$ cat src/rtl/sram_1p_arbiter.sv
// Arbiter sharing one 1RW SRAM between a write and a read requester, with a 2-entry read response
// buffer. Define SRAM_ARB_INIT_EN to zero-fill addresses 0..DEPTH-1 after reset before serving requests.
module sram_1p_arbiter #(
  parameter int ADDR_W     = 7,
  parameter int DATA_W     = 8,
  parameter int DEPTH      = 128,
  parameter int STARVE_MAX = 4
) (
  input  logic              clock,
  input  logic              reset_n,
  input  logic              w_valid,
  output logic              w_ready,
  input  logic [ADDR_W-1:0] w_addr,
  input  logic [DATA_W-1:0] w_data,
  input  logic              r_valid,
  output logic              r_ready,
  input  logic [ADDR_W-1:0] r_addr,
  output logic              resp_valid,
  input  logic              resp_ready,
  output logic [DATA_W-1:0] resp_data,
  output logic              init_done,
  output logic              sram_en,
  output logic              sram_wmode,
  output logic [ADDR_W-1:0] sram_addr,
  output logic [DATA_W-1:0] sram_wdata,
  input  logic [DATA_W-1:0] sram_rdata
);

  localparam int STARVE_W = $clog2(STARVE_MAX + 1);

  typedef enum logic {S_INIT, S_RUN} state_e;

  state_e              state_q, state_d;
  logic [STARVE_W-1:0] starve_q, starve_d;
  logic                rd_inflight_q, rd_grant;
  logic [DATA_W-1:0]   fifo_q [2];
  logic                rd_ptr_q, wr_ptr_q;
  logic [1:0]          cnt_q, occ;
  logic                pop, rd_ok, starved, read_win;
`ifdef SRAM_ARB_INIT_EN
  logic [ADDR_W-1:0]   init_addr_q, init_addr_d;
`endif

  // Occupancy counts the read still inside the SRAM so the buffer can never be oversubscribed.
  assign resp_valid = (cnt_q != 2'd0);
  assign resp_data  = fifo_q[rd_ptr_q];
  assign pop        = resp_valid & resp_ready;
  assign occ        = cnt_q + {1'b0, rd_inflight_q};
  assign rd_ok      = (occ < 2'd2) | ((occ == 2'd2) & pop);
  assign starved    = (starve_q >= STARVE_W'(STARVE_MAX));
  assign read_win   = r_valid & rd_ok & ~(w_valid & starved);

  always_comb begin
    // NOTE: every combinationally driven signal gets a default first, so no path can infer a latch.
    state_d    = state_q;
    starve_d   = starve_q;
    rd_grant   = 1'b0;
    init_done  = 1'b0;
    w_ready    = 1'b0;
    r_ready    = 1'b0;
    sram_en    = 1'b0;
    sram_wmode = 1'b0;
    sram_addr  = '0;
    sram_wdata = '0;
`ifdef SRAM_ARB_INIT_EN
    init_addr_d = init_addr_q;
`endif
    case (state_q)
      S_INIT: begin
`ifdef SRAM_ARB_INIT_EN
        // The sweep is qualified by reset_n so the array sees no write while reset is held.
        sram_en     = reset_n;
        sram_wmode  = reset_n;
        sram_addr   = init_addr_q;
        init_addr_d = init_addr_q + 1'b1;
        if (init_addr_q == ADDR_W'(DEPTH - 1)) state_d = S_RUN;
`else
        state_d = S_RUN;
`endif
      end
      S_RUN: begin
        init_done = 1'b1;
        r_ready   = read_win;
        w_ready   = ~read_win;
        if (read_win) begin
          rd_grant  = 1'b1;
          sram_en   = 1'b1;
          sram_addr = r_addr;
        end else if (w_valid) begin
          sram_en    = 1'b1;
          sram_wmode = 1'b1;
          sram_addr  = w_addr;
          sram_wdata = w_data;
        end
        if (w_valid & ~read_win) starve_d = '0;
        else if (w_valid & ~starved) starve_d = starve_q + 1'b1;
      end
      default: state_d = S_INIT;
    endcase
  end

  always_ff @(posedge clock or negedge reset_n) begin
    if (!reset_n) begin
      state_q       <= S_INIT;
      starve_q      <= '0;
      rd_inflight_q <= 1'b0;
      rd_ptr_q      <= 1'b0;
      wr_ptr_q      <= 1'b0;
      cnt_q         <= 2'd0;
      // NOTE: the buffer is only two entries and its head drives resp_data, so it is reset like any register.
      fifo_q[0]     <= '0;
      fifo_q[1]     <= '0;
    end else begin
      state_q       <= state_d;
      starve_q      <= starve_d;
      rd_inflight_q <= rd_grant;
      cnt_q         <= cnt_q + {1'b0, rd_inflight_q} - {1'b0, pop};
      if (rd_inflight_q) begin
        fifo_q[wr_ptr_q] <= sram_rdata;
        wr_ptr_q         <= ~wr_ptr_q;
      end
      if (pop) rd_ptr_q <= ~rd_ptr_q;
    end
  end

`ifdef SRAM_ARB_INIT_EN
  always_ff @(posedge clock or negedge reset_n) begin
    if (!reset_n) init_addr_q <= '0;
    else          init_addr_q <= init_addr_d;
  end
`endif

endmodule

$ cat config.mk
export PLATFORM = sky130hd
export DESIGN_NAME = sram_1p_arbiter
export DESIGN_NICKNAME = d
export VERILOG_FILES = /design/src/rtl/sram_1p_arbiter.sv
export SDC_FILE = /design/constraint.sdc
export NUM_CORES = 1
export LEC_CHECK = 0
export CORE_MARGIN = 2
export CORE_UTILIZATION = 40
export DETAILED_ROUTE_END_ITERATION = 12
export PLACE_DENSITY = 0.88
export SYNTH_ARGS = -nofsm -noshare
export SYNTH_HDL_FRONTEND = slang
export SYNTH_SLANG_ARGS = --single-unit
export TNS_END_PERCENT = 1
$ cat constraint.sdc
create_clock -name clock -period 2.64 [get_ports clock]
set_input_delay 0.528 -clock clock [delete_from_list [all_inputs] [get_ports clock]]
set_output_delay 0.528 -clock clock [all_outputs]
set_load 0.05 [all_outputs]
== Yosys cells after proc, flatten, opt, wreduce, memory -nomap -nowiden ==
Cells that the tools add are included.
Widths: inputs -> output; s select.
Cells by class
  bitwise operators: 15
  add/subtract/negate cells: 3
  muxes and demuxes: 24
  reductions and logical operators: 4
  magnitude comparators: 5
  equal/unequal tests: 1
Operator list (count)
  $mux 8: 7
  $mux 7: 3
  $bwmux 16: 1
  $mux 1: 10
  $demux 8 s1: 1
  $and 1x1->1: 7
  $mux 3: 2
  $not 1->1: 5
  $ge 2x2->1 const B: 2
  $not 1->2: 2
  $reduce_bool 2->1: 2
  $add 3x1->3 const B: 1
  $ge 3x3->1 const B: 1
  $add 2x1->2: 1
  $eq 2x2->1 const B: 1
  $lt 2x1->1 const B: 1
  $lt 2x2->1 const B: 1
  $reduce_and 2->1: 1
  $sub 2x1->2: 1
  $logic_and 1x1->1: 1
  $or 1x1->1: 1
Storage, ports and cells
  logic and storage cells: 60
  input port bits: 35
  bits in registers: 25

== Logic depth before layout (Yosys ltp) ==
Gate-level depths: netlist of run 1.
  depth in word-level cells: 10
  depth in mapped cells: 6
  depth with buffers taken out: 5

== Worst setup path after synthesis of run 1 ==
OpenSTA, ideal clock, no wires.
  kind: reg2out
  from: register rd_inflight_q
  to: output sram_addr[0]
  path buffers: 1
  slack: -31 ps
  cell stages (with the launch flop): 7
  required time: 2112 ps
  arrival time: 2143 ps
  path through: dfrtp_1 -> ha_1 -> and3b_1 -> o221ai_2 -> a21o_1 -> buf_2 -> o22ai_1
On the way
  longest elaborated chain between the ends: 8
RTL lines
  start: declaration: line 35  | logic rd_inflight_q, rd_grant;
  start signal: assignment: line 116  | rd_inflight_q <= rd_grant;
  $add 2x1->2 (*): line 48  | assign occ = cnt_q + {1'b0, rd_inflight_q};
  $eq 2x2->1: line 49  | assign rd_ok = (occ < 2'd2) | ((occ == 2'd2) & pop);
  $and 1x1->1: line 49
  $or 1x1->1 (*): line 49
  $and 1x1->1 (*) (2 in a row): line 51  | assign read_win = r_valid & rd_ok & ~(w_valid & starved);
  $mux 7 (*): line 85  | if (read_win) begin
  $mux 7 (*): line 68  | case (state_q)
  end: declaration: line 24  | output logic [ADDR_W-1:0] sram_addr,
Mark *: on every way between the ends. The rest lies on a longest branch, timed or not.

== Worst setup path in the final report of run 1 ==
  from: register cnt_q[0]
  to: output sram_addr[6]
On the way
  longest elaborated chain between the ends: 8
RTL lines
  start: declaration: line 38  | logic [1:0] cnt_q, occ;
  start signal: assignment: line 117  | cnt_q <= cnt_q + {1'b0, rd_inflight_q} - {1'b0, pop};
  $add 2x1->2 / $reduce_bool 2->1 (equally long branches): line 48, 45
  $eq 2x2->1 / $and 1x1->1 (equally long branches): line 49, 47
  $and 1x1->1: line 49
  $or 1x1->1 (*): line 49
  $and 1x1->1 (*) (2 in a row): line 51
  $mux 7 (*): line 85
  $mux 7 (*): line 68
Marks and branches as above.

==> results.py, run 1 <==
metrics = {
    "timing": {
        "finalClockSkew_ns": 0.00579,
        "min_period_ns": 2.66,
        "slew_headroom_pct": 52.3,
        "max_freq_mhz": 376,
        "setup_violations": 11,
        "min_period_over_period_pct": 101,
        "drv_slew": 0,
        "hold_viol": 0,
        "fin_ws_ns": -0.0197,
        "tightestPinTransition_ns": 0.714,
        "rsz0062_at_grt": "true",
    },
    "clock_network": {
        "ctsHoldBuffers": 0,
        "cts_made_buffers": 3,
        "cts_sinks": 25,
        "path_clk_slew_ns": 0.14,
        "cts_root_buffer": "clkbuf_4",
        "clkLatencyLatePin_ns": 0.31,
        "cts_tree": "done",
        "cts.path.max_buffers": 2,
        "cts_max_level": 1,
    },
    "finish": {
        "antenna_cells": 0,
        "area_growth_syn_to_layout_pct": 80.5,
        "fillers": 201,
        "final_nets": 230,
        "drive_gt1_share_pct": 35.6,
        "fin_util_pct": 76.7,
    },
    "min_path": {
        "hold_path.startpoint": "starve_q[1]",
        "holdPathEnd": "starve_q[1]",
        "hold_class": "reg -> reg",
        "whs_path_depth": 2,
    },
    "placement": {
        "gp_congestion": 0.761,
        "portBuffers": 63,
        "dp_hpwl_um": 2790,
    },
    "detailed_routing": {
        "wirelength_um": 3860,
        "drc": 0,
        "final_antenna_net_count": 0,
        "drtPass1Iterations": 4,
        "vias": 1186,
        "first_iter_violations": 23,
        "wl_per_cell_um": 16.4,
        "vias_per_cell": 5.05,
    },
    "die": {
        "dieArea_sq_um": 3770,
        "fp.dieH_um": 61.4,
        "start_util_pct": 42.5,
        "num_rows": 20,
        "core-area_sq_um": 3100,
        "die_x_um": 61.4,
        "ios": 64,
    },
    "global_route": {
        "grt_max_degree": 26,
        "grt_pass1_vias": 1321,
        "antenna_found_initial": 0,
        "grt_pass1_wl_um": 5940,
        "grtUsageTotal_pct": 21.6,
        "globalRouteOverflowTotal": 0,
    },
    "power_and_ir_drop": {
        "p_int_mw": 1.33,
        "totalPowerFinal_mw": 2.45,
        "combPwrFrac_pct": 65.4,
        "sw_frac_of_total_pct": 45.6,
        "clockPowerShare_pct": 6.9,
        "power_frac_seq_pct": 27.7,
        "ir_worst_vdd_v": 0.000485,
        "powerDensity_nw_per_um2": 1030,
        "power.leakage_nw": 1.00,
        "p_sw_mw": 1.12,
    },
    "yosys": {
        "netlist_area_sq_um": 1320,
        "synth_seq_cells": 25,
        "synth_area_per_cell_sq_um": 10.7,
        "synth-edff-count": 0,
        "synth_warnings": 0,
        "synthCells": 123,
        "synth-main-ff-cell": "dfrtp_1",
        "syn_nets": 161,
        "synthArstFlopShare_pct": 100,
        "yosysUniqueCellTypes": 26,
        "ys_seq_area_share_pct": 47.5,
    },
    "critical_path": {
        "ff2ff_path_depth": 6,
        "cp_max_fo": 8,
        "end_kind": "output pin",
        "start_kind": "flop",
        "cp.required_ns": 2.11,
        "cp.arrival_ns": 2.13,
        "r2r_start": "cnt_q[0]",
        "critPathLaunch": "cnt_q[0]",
        "rrSetupSlack_ns": 0.89,
        "rr_endpoint": "rd_inflight_q",
        "crit_type": "reg -> out",
    },
    "run_status": {
        "status": "finished with violations",
        "failed_checks": "setup timing",
    },
    "run": {
        "maxCapViolCount": 0,
    },
}
metal layers:
| layer | share of wire, % | track usage [%] | up-vias |
|---|---|---|---|
| li1 | - | - | 559 |
| met1 | 36 | 22.7 | 555 |
| met2 | 53 | 40.3 | 66 |
| met3 | 9.3 | 7.14 | 6 |
| met4 | 2.1 | 6.99 | 0 |
| met5 | 0 | 0 | - |
cells in the final DEF, fill, tap and decap left out, types with 2 or more instances in the layout:
cell             Yosys  layout
clkdlybuf4s50_1      0      44
dfrtp_1             25      25
mux2_2              24      24
nand2_1             20      20
buf_12               0      19
and3_1               8       8
o22ai_4              0       7
buf_4                1       6
inv_1                4       4
nor2_1               4       3
clkbuf_4             0       3
nand2b_1             2       2
nor2b_1              2       2
or2_2                2       2
and2_1               2       2
xnor2_1              2       2
xor2_1               2       2
o21ai_1              2       2
ha_1                 3       2
synthesized netlist by cell type, types with 2 or more instances:
library cell	instances	area, sq um
xnor2_1	2	17.5
buf_2	4	20.0
o21ai_1	2	10.0
nor2b_1	2	12.5
o22ai_1	7	43.8
nand2b_1	2	12.5
ha_1	3	37.5
nand2_1	20	75.1
and2_1	2	12.5
and3_1	8	50.1
nor2_1	4	15.0
dfrtp_1	25	626
or2_2	2	12.5
mux2_2	24	270
xor2_1	2	17.5
inv_1	4	15.0
layout make-up:
type	count	area [sq um]	share of cell area, %
clock buffers	3	22.5	0.947
clock inverters	1	5.00	0.210
inverters	4	15.0	0.631
multi-input cells	88	778	32.7
flip-flops and latches	25	626	26.3
well taps	44	55.1	2.31
repair buffers	70	877	36.9
power by group through the flow:
stage                     logic (mW)  clock network (mW)  registers, mW
after floorplan                 1.00                   0          0.628
after global placement          1.44                   0          0.665
after detailed placement        1.49                   0          0.688
after CTS                       1.54               0.172          0.682
after global routing            1.70               0.191          0.702
final                           1.60               0.170          0.679
state kept, by name, indices dropped and copies added (netlist names):
| register | flops |
|---|---|
| cnt_q | 2 |
| fifo_q | 16 |
| rd_inflight_q | 1 |
| rd_ptr_q | 1 |
| starve_q | 3 |
| state_q | 1 |
| wr_ptr_q | 1 |
stage by stage:
| stage | hold WS (ns) | TNS (ns) | worst slack [ns] | instances | instance area, sq um |
|---|---|---|---|---|---|
| 3_3_place_gp | 0.473 | 0 | 0.0524 | 230 | 2210 |
| 4_1_cts | 0.518 | -0.00924 | -0.00417 | 235 | 2300 |
| 3_5_place_dp | 0.491 | -0.0983 | -0.0234 | 230 | 2210 |
| 6_report | 0.514 | -0.0722 | -0.0197 | 235 | 2380 |
| 2_1_floorplan | 0.232 | -0.214 | -0.0306 | 123 | 1320 |
| 5_1_grt | 0.546 | -1.97 | -0.129 | 235 | 2380 |
repair_timing:
| item | 4_1_cts | 5_1_grt |
|---|---|---|
| resized for setup | 11 | 10 |
| endpoints found under the setup margin | 18 | 18 |
| pin swaps | 1 | 8 |
| buffers inserted | 1 | 0 |
worst max-delay path: stages, from the launching register on:
cell and delay (ns):
dfrtp_1 0.44, ha_4 0.29, and3b_1 0.20, o221ai_4 0.25, nor2_1 0.09, buf_6 0.17
o22ai_4 0.20, buf_12 0.16
worst max path at each step:
stage                         end  slack (ns)
finish               sram_addr[6]       -0.02
global route              w_ready       -0.13
CTS                  sram_addr[1]      -0.004
detailed placement  sram_wdata[3]       -0.02
global placement    sram_wdata[6]        0.05
floorplan            sram_addr[0]       -0.03
cells by family (layout without fill, tap and decap cells):
| family | Yosys count | in the layout | synth area share (%) |
|---|---|---|---|
| AND/OR/NAND/NOR | 43 | 43 | 16.0 |
| other | 1 | 1 | 0.285 |
| buffers and inverters | 10 | 78 | 3.51 |
| multiplexers | 24 | 24 | 20.5 |
| flip-flops | 25 | 25 | 47.5 |
| XOR/XNOR | 4 | 4 | 2.66 |
| AO/OA/AOI/OAI | 13 | 13 | 6.74 |
| adder cells (fa/ha/maj) | 3 | 3 | 2.85 |
(Power assumes the default switching activity.)
==> run 2, diff against run 1 <==
Settings changed: CTS_CLUSTER_DIAMETER from default to 120, GPL_TIMING_DRIVEN from default to 0.
==> run 2 against run 1 <==
  * The flow now finishes without violations
  * Core utilization is 9.0 points lower
  * Power is 7.3% lower
  * Sequential cell count stayed put
  * Sequential share of layout area is 3.5 points higher
  * Via count is 1.7% lower
  * Global-route usage is 3.7 points lower
  * Register-to-register slack better by 0.10 ns
  * Hold slack worse by 0.0085 ns
  * Critical path depth stayed put
  * Cell count stayed put
  * First-iteration DRC count is 57% lower
==> results.py, run 2 (synthesis gave the netlist of run 1 again) <==
metrics = {
    "power_and_ir_drop": {
        "p_int_mw": 1.24,
        "ir_worst_vdd_v": 0.000386,
        "totalPowerFinal_mw": 2.27,
        "power.leakage_nw": 0.937,
        "combPwrFrac_pct": 63.1,
        "clockPowerShare_pct": 7.1,
        "p_sw_mw": 1.03,
        "powerDensity_nw_per_um2": 1080,
        "power_frac_seq_pct": 29.8,
        "sw_frac_of_total_pct": 45.5,
    },
    "critical_path": {
        "cp_max_fo": 10,
        "cp_slowest_stage_delay_ns": 0.43,
        "worstPathCellList": "ha_4 -> and3b_2 -> o221ai_4 -> or2_1 -> buf_6 -> and3_1 -> buf_6",
        "cp_num_buf_inv": 2,
        "slowest_stage": "dfrtp_1",
        "cp.arrival_ns": 2.10,
        "end_kind": "output pin",
        "crit_family": "simple AND/OR/NAND/NOR gates",
        "crit_type": "reg -> out",
        "cp.required_ns": 2.11,
        "cpMostUsedCell": "buf_6",
        "start_kind": "flop",
    },
    "finish": {
        "antenna_cells": 0,
        "fin_cells": 235,
        "fillers": 250,
        "area_growth_syn_to_layout_pct": 59.4,
        "seqCellArea_sq_um": 626,
        "final_nets": 230,
        "largest-register": "fifo_q",
        "drive_gt1_share_pct": 34.0,
        "largest_reg_flops": 16,
        "final_cell_mix": "clkdlybuf4s50_1, dfrtp_1, mux2_2",
        "multi_input_area_sq_um": 698,
        "final_common_cell": "clkdlybuf4s50_1",
        "reg_top3": "fifo_q x16, starve_q x3, cnt_q x2",
    },
    "timing": {
        "whs_ns": 0.505,
        "finalClockSkew_ns": 0.00364,
        "rsz0062_at_grt": "true",
        "min_period_ns": 2.63,
        "min_period_over_period_pct": 99.6,
        "drv_slew": 0,
        "setup_violations": 0,
        "hold_viol": 0,
        "tightestPinTransition_ns": 1.06,
        "tns_ns": 0,
        "slew_headroom_pct": 28.9,
        "max_freq_mhz": 380,
    },
    "min_path": {
        "hold_class": "reg -> reg",
    },
    "clock_network": {
        "cts_sinks": 25,
        "cts_tree": "done",
        "cts_max_level": 1,
        "clkLatencyLatePin_ns": 0.31,
        "path_clk_slew_ns": 0.12,
        "cts_root_buffer": "clkbuf_4",
        "ctsHoldBuffers": 0,
        "cts_made_buffers": 3,
        "cts.path.max_buffers": 2,
    },
    "detailed_routing": {
        "first_iter_violations": 10,
        "drc": 0,
        "vias_per_cell": 4.96,
        "final_antenna_net_count": 0,
        "wirelength_um": 3150,
        "drtPass1Iterations": 4,
        "wl_per_cell_um": 13.4,
        "vias": 1166,
    },
    "global_route": {
        "grt_pass1_wl_um": 5060,
        "globalRouteOverflowTotal": 0,
        "grt_pass1_vias": 1260,
        "grt_max_degree": 26,
        "grtUsageTotal_pct": 17.9,
        "antenna_found_initial": 0,
    },
    "die": {
        "die_x_um": 61.4,
        "fp.dieH_um": 61.4,
        "dieArea_sq_um": 3770,
        "start_util_pct": 42.5,
        "core-area_sq_um": 3100,
        "ios": 64,
        "num_rows": 20,
    },
    "placement": {
        "gp_congestion": 0.754,
        "portBuffers": 63,
        "dp_hpwl_um": 2500,
        "placed_cells": 230,
    },
    "run": {
        "maxCapViolCount": 0,
    },
    "run_status": {
        "status": "finished, final reports clean",
    },
}
==> run 2: changes by cell type in the layout (fill, tap and decap cells not counted), moves of 2 or more <==
cell     previous run  this run
buf_6               1        11
buf_4               6         8
nor2_2              1         3
buf_2               0         4
buf_12             19         0
o22ai_2             0         2
o22ai_1             0         5
o22ai_4             7         0
buf_8               0         2
nor2_1              3         1
==> run 2: layout make-up <==
cell class / instances / share of cell area, %
multi-input cells: 88 / 33.3
repair buffers: 65 / 30.6
flip-flops and latches: 25 / 29.8
well taps: 44 / 2.62
plain buffers: 5 / 1.79
clock buffers: 4 / 1.25
inverters: 4 / 0.715
==> run 2: path summary, 6_finish.rpt <==
kind,from,end,slack (ns),cells past startpoint
worst max register to register,cnt_q[0],starve_q[0],0.99,6
worst max-delay path,cnt_q[0],sram_wdata[6],0.01,7
worst min-delay path,wr_ptr_q,wr_ptr_q,0.51,1
worst min register to register,wr_ptr_q,wr_ptr_q,0.51,1
min in group asynchronous,reset_n,fifo_q[15],0.78,1
max in group asynchronous,reset_n,fifo_q[3],1.22,1
==> run 2: timing repair <==
item	CTS	global route
endpoints found under the setup margin	27	19
buffers inserted	2	0
gates resized for setup	119	18
pin swaps	1	1
cloned	0	0
==> run 2: worst reg2reg max path, stage by stage (launching register included) <==
cell and delay, ns:
dfrtp_1 0.43, ha_4 0.26, and3b_2 0.25, o221ai_4 0.14, or2_1 0.24, buf_6 0.13, o21ai_1 0.13
==> run 2: power by group through the flow <==
stage	Clock, mW	Sequential, mW	Combinational, mW
after floorplan	0	0.628	1.00
after global placement	0	0.637	1.37
after detailed placement	0	0.659	1.40
after CTS	0.170	0.679	1.42
after global routing	0.188	0.703	1.53
final	0.162	0.678	1.43
==> run 2: routing by layer <==
layer  wire, um  global-route usage, %  up-vias
met5          0                      0        -
met4         36                   5.47        0
met3        332                   5.25        4
met2       1660                   34.7       60
met1       1120                   18.2      542
li1           -                      -      560
==> run 2: stage by stage <==
step,cell area (sq um),setup slack (ns),util (%)
final,2100,0.0113,67.7
after detailed placement,2000,-0.638,64.6
after CTS,2050,-0.0122,66.2
after global routing,2100,-0.108,67.7
after global placement,2000,-0.616,64.6
after floorplan,1320,-0.0306,-
==> run 3, diff against run 2 <==
Settings changed: MAX_ROUTING_LAYER from default to met4.
==> run 3 against run 2 <==
  * Maximum frequency hardly changed
  * Non-clock buffer count stayed put
  * Critical path depth stayed put
  * Critical endpoint unchanged
==> results.py, run 3 (synthesis gave the netlist of run 1 again) <==
metrics = {
    "global_route": {
        "antenna_found_initial": 0,
        "grt_pass1_wl_um": 5070,
        "grtUsageTotal_pct": 18.5,
        "globalRouteOverflowTotal": 0,
        "grt_pass1_vias": 1257,
        "grt_max_degree": 26,
    },
    "finish": {
        "final_cell_mix": "clkdlybuf4s50_1, dfrtp_1, mux2_2",
        "largest_reg_flops": 16,
        "largest-register": "fifo_q",
        "fin_cells": 235,
        "final_nets": 230,
        "final_common_cell": "clkdlybuf4s50_1",
        "reg_top3": "fifo_q x16, starve_q x3, cnt_q x2",
        "antenna_cells": 0,
        "area_growth_syn_to_layout_pct": 59.4,
        "drive_gt1_share_pct": 34.0,
    },
    "die": {
        "start_util_pct": 42.5,
        "core-area_sq_um": 3100,
        "dieArea_sq_um": 3770,
        "num_rows": 20,
        "ios": 64,
        "fp.dieH_um": 61.4,
        "die_x_um": 61.4,
    },
    "critical_path": {
        "r2r_start": "cnt_q[0]",
        "start_kind": "flop",
        "cp.depth": 7,
        "critPathLaunch": "cnt_q[0]",
        "cpMostUsedCell": "buf_6",
        "worstPathCellList": "ha_4 -> and3b_2 -> o221ai_4 -> or2_1 -> buf_6 -> and3_1 -> buf_6",
        "cp_slowest_stage_delay_ns": 0.43,
        "cp.required_ns": 2.11,
        "cp.arrival_ns": 2.10,
        "cp_max_fo": 10,
        "crit_type": "reg -> out",
        "crit_family": "simple AND/OR/NAND/NOR gates",
        "end_kind": "output pin",
        "slowest_stage": "dfrtp_1",
        "cp_num_buf_inv": 2,
        "ff2ff_path_depth": 6,
    },
    "placement": {
        "placed_cells": 230,
        "gp_congestion": 0.764,
        "dp_hpwl_um": 2500,
        "dp_slack_ns": -0.638,
        "portBuffers": 63,
    },
    "detailed_routing": {
        "wl_per_cell_um": 13.5,
        "vias_per_cell": 4.95,
        "wirelength_um": 3160,
        "vias": 1163,
        "final_antenna_net_count": 0,
        "drc": 0,
        "first_iter_violations": 10,
        "drtPass1Iterations": 4,
    },
    "clock_network": {
        "cts_made_buffers": 3,
        "cts_root_buffer": "clkbuf_4",
        "cts_max_level": 1,
        "ctsHoldBuffers": 0,
        "cts_sinks": 25,
        "path_clk_slew_ns": 0.12,
        "clkLatencyLatePin_ns": 0.31,
        "cts_tree": "done",
        "cts.path.max_buffers": 2,
    },
    "timing": {
        "slew_headroom_pct": 28.9,
        "tightestPinTransition_ns": 1.06,
        "setup_violations": 0,
        "drv_slew": 0,
        "max_freq_mhz": 380,
        "rsz0062_at_grt": "true",
        "fin_ws_ns": 0.0117,
        "hold_viol": 0,
        "tns_ns": 0,
        "min_period_over_period_pct": 99.6,
        "finalClockSkew_ns": 0.00198,
        "min_period_ns": 2.63,
    },
    "min_path": {
        "hold_path.startpoint": "wr_ptr_q",
        "hold_class": "reg -> reg",
        "whs_path_depth": 1,
    },
    "run_status": {
        "status": "finished, final reports clean",
    },
    "power_and_ir_drop": {
        "totalPowerFinal_mw": 2.28,
        "ir_worst_vdd_v": 0.000387,
        "powerDensity_nw_per_um2": 1080,
        "power.leakage_nw": 0.937,
    },
    "run": {
        "maxCapViolCount": 0,
    },
}
==> run 3: cell counts in the layout (fill, tap and decap cells not counted) <==
Identical to the previous run, type by type.
==> run 3: repair_timing <==
action,CTS,global route
resized for setup,119,18
setup buffers,2,0
endpoints found under the setup margin,27,19
pin swaps,1,1
hold endpoints to repair,0,0
cloned,0,0
==> run 3: where the power goes <==
group | leakage (nW) | internal, mW | switching [mW] | total (mW)
clock network | 0.0150 | 0.0591 | 0.106 | 0.165
registers | 0.301 | 0.554 | 0.124 | 0.678
logic | 0.622 | 0.627 | 0.808 | 1.43
total | 0.937 | 1.24 | 1.04 | 2.28
==> run 3: area by class of cell <==
type	instances	area, sq um
buffer	5	37.5
clock buffer	4	26.3
fill	250	1000
inverter	4	15.0
multi-input combinational	88	698
sequential	25	626
tap	44	55.1
timing repair buffer	65	642
==> run 3: per-layer routing <==
layer | GRT usage (%) | up-vias | wire, um | part of all wire, %
met2 | 34.5 | 60 | 1650 | 52
li1 | - | 560 | - | -
met1 | 19.3 | 539 | 1170 | 37
met5 | - | - | 0 | 0
met4 | 5.47 | 0 | 36 | 1.1
met3 | 3.99 | 4 | 308 | 9.7
==> run 3: path summary, 6_finish.rpt <==
| kind | end | slack, ns |
|---|---|---|
| hold / removal | wr_ptr_q | 0.51 |
| setup / recovery | sram_wdata[6] | 0.01 |
| hold reg to reg | wr_ptr_q | 0.51 |
| max in group asynchronous | fifo_q[13] | 1.23 |
| setup reg to reg | starve_q[0] | 0.99 |
| min in group asynchronous | fifo_q[10] | 0.78 |
==> run 3: metrics by stage <==
| step | hold slack [ns] | area [sq um] | utilization, % |
|---|---|---|---|
| 2_1_floorplan | 0.232 | 1320 | - |
| 3_3_place_gp | 0.475 | 2000 | 64.6 |
| 3_5_place_dp | 0.492 | 2000 | 64.6 |
| 4_1_cts | 0.510 | 2050 | 66.2 |
| 5_1_grt | 0.541 | 2100 | 67.7 |
| 6_report | 0.505 | 2100 | 67.7 |
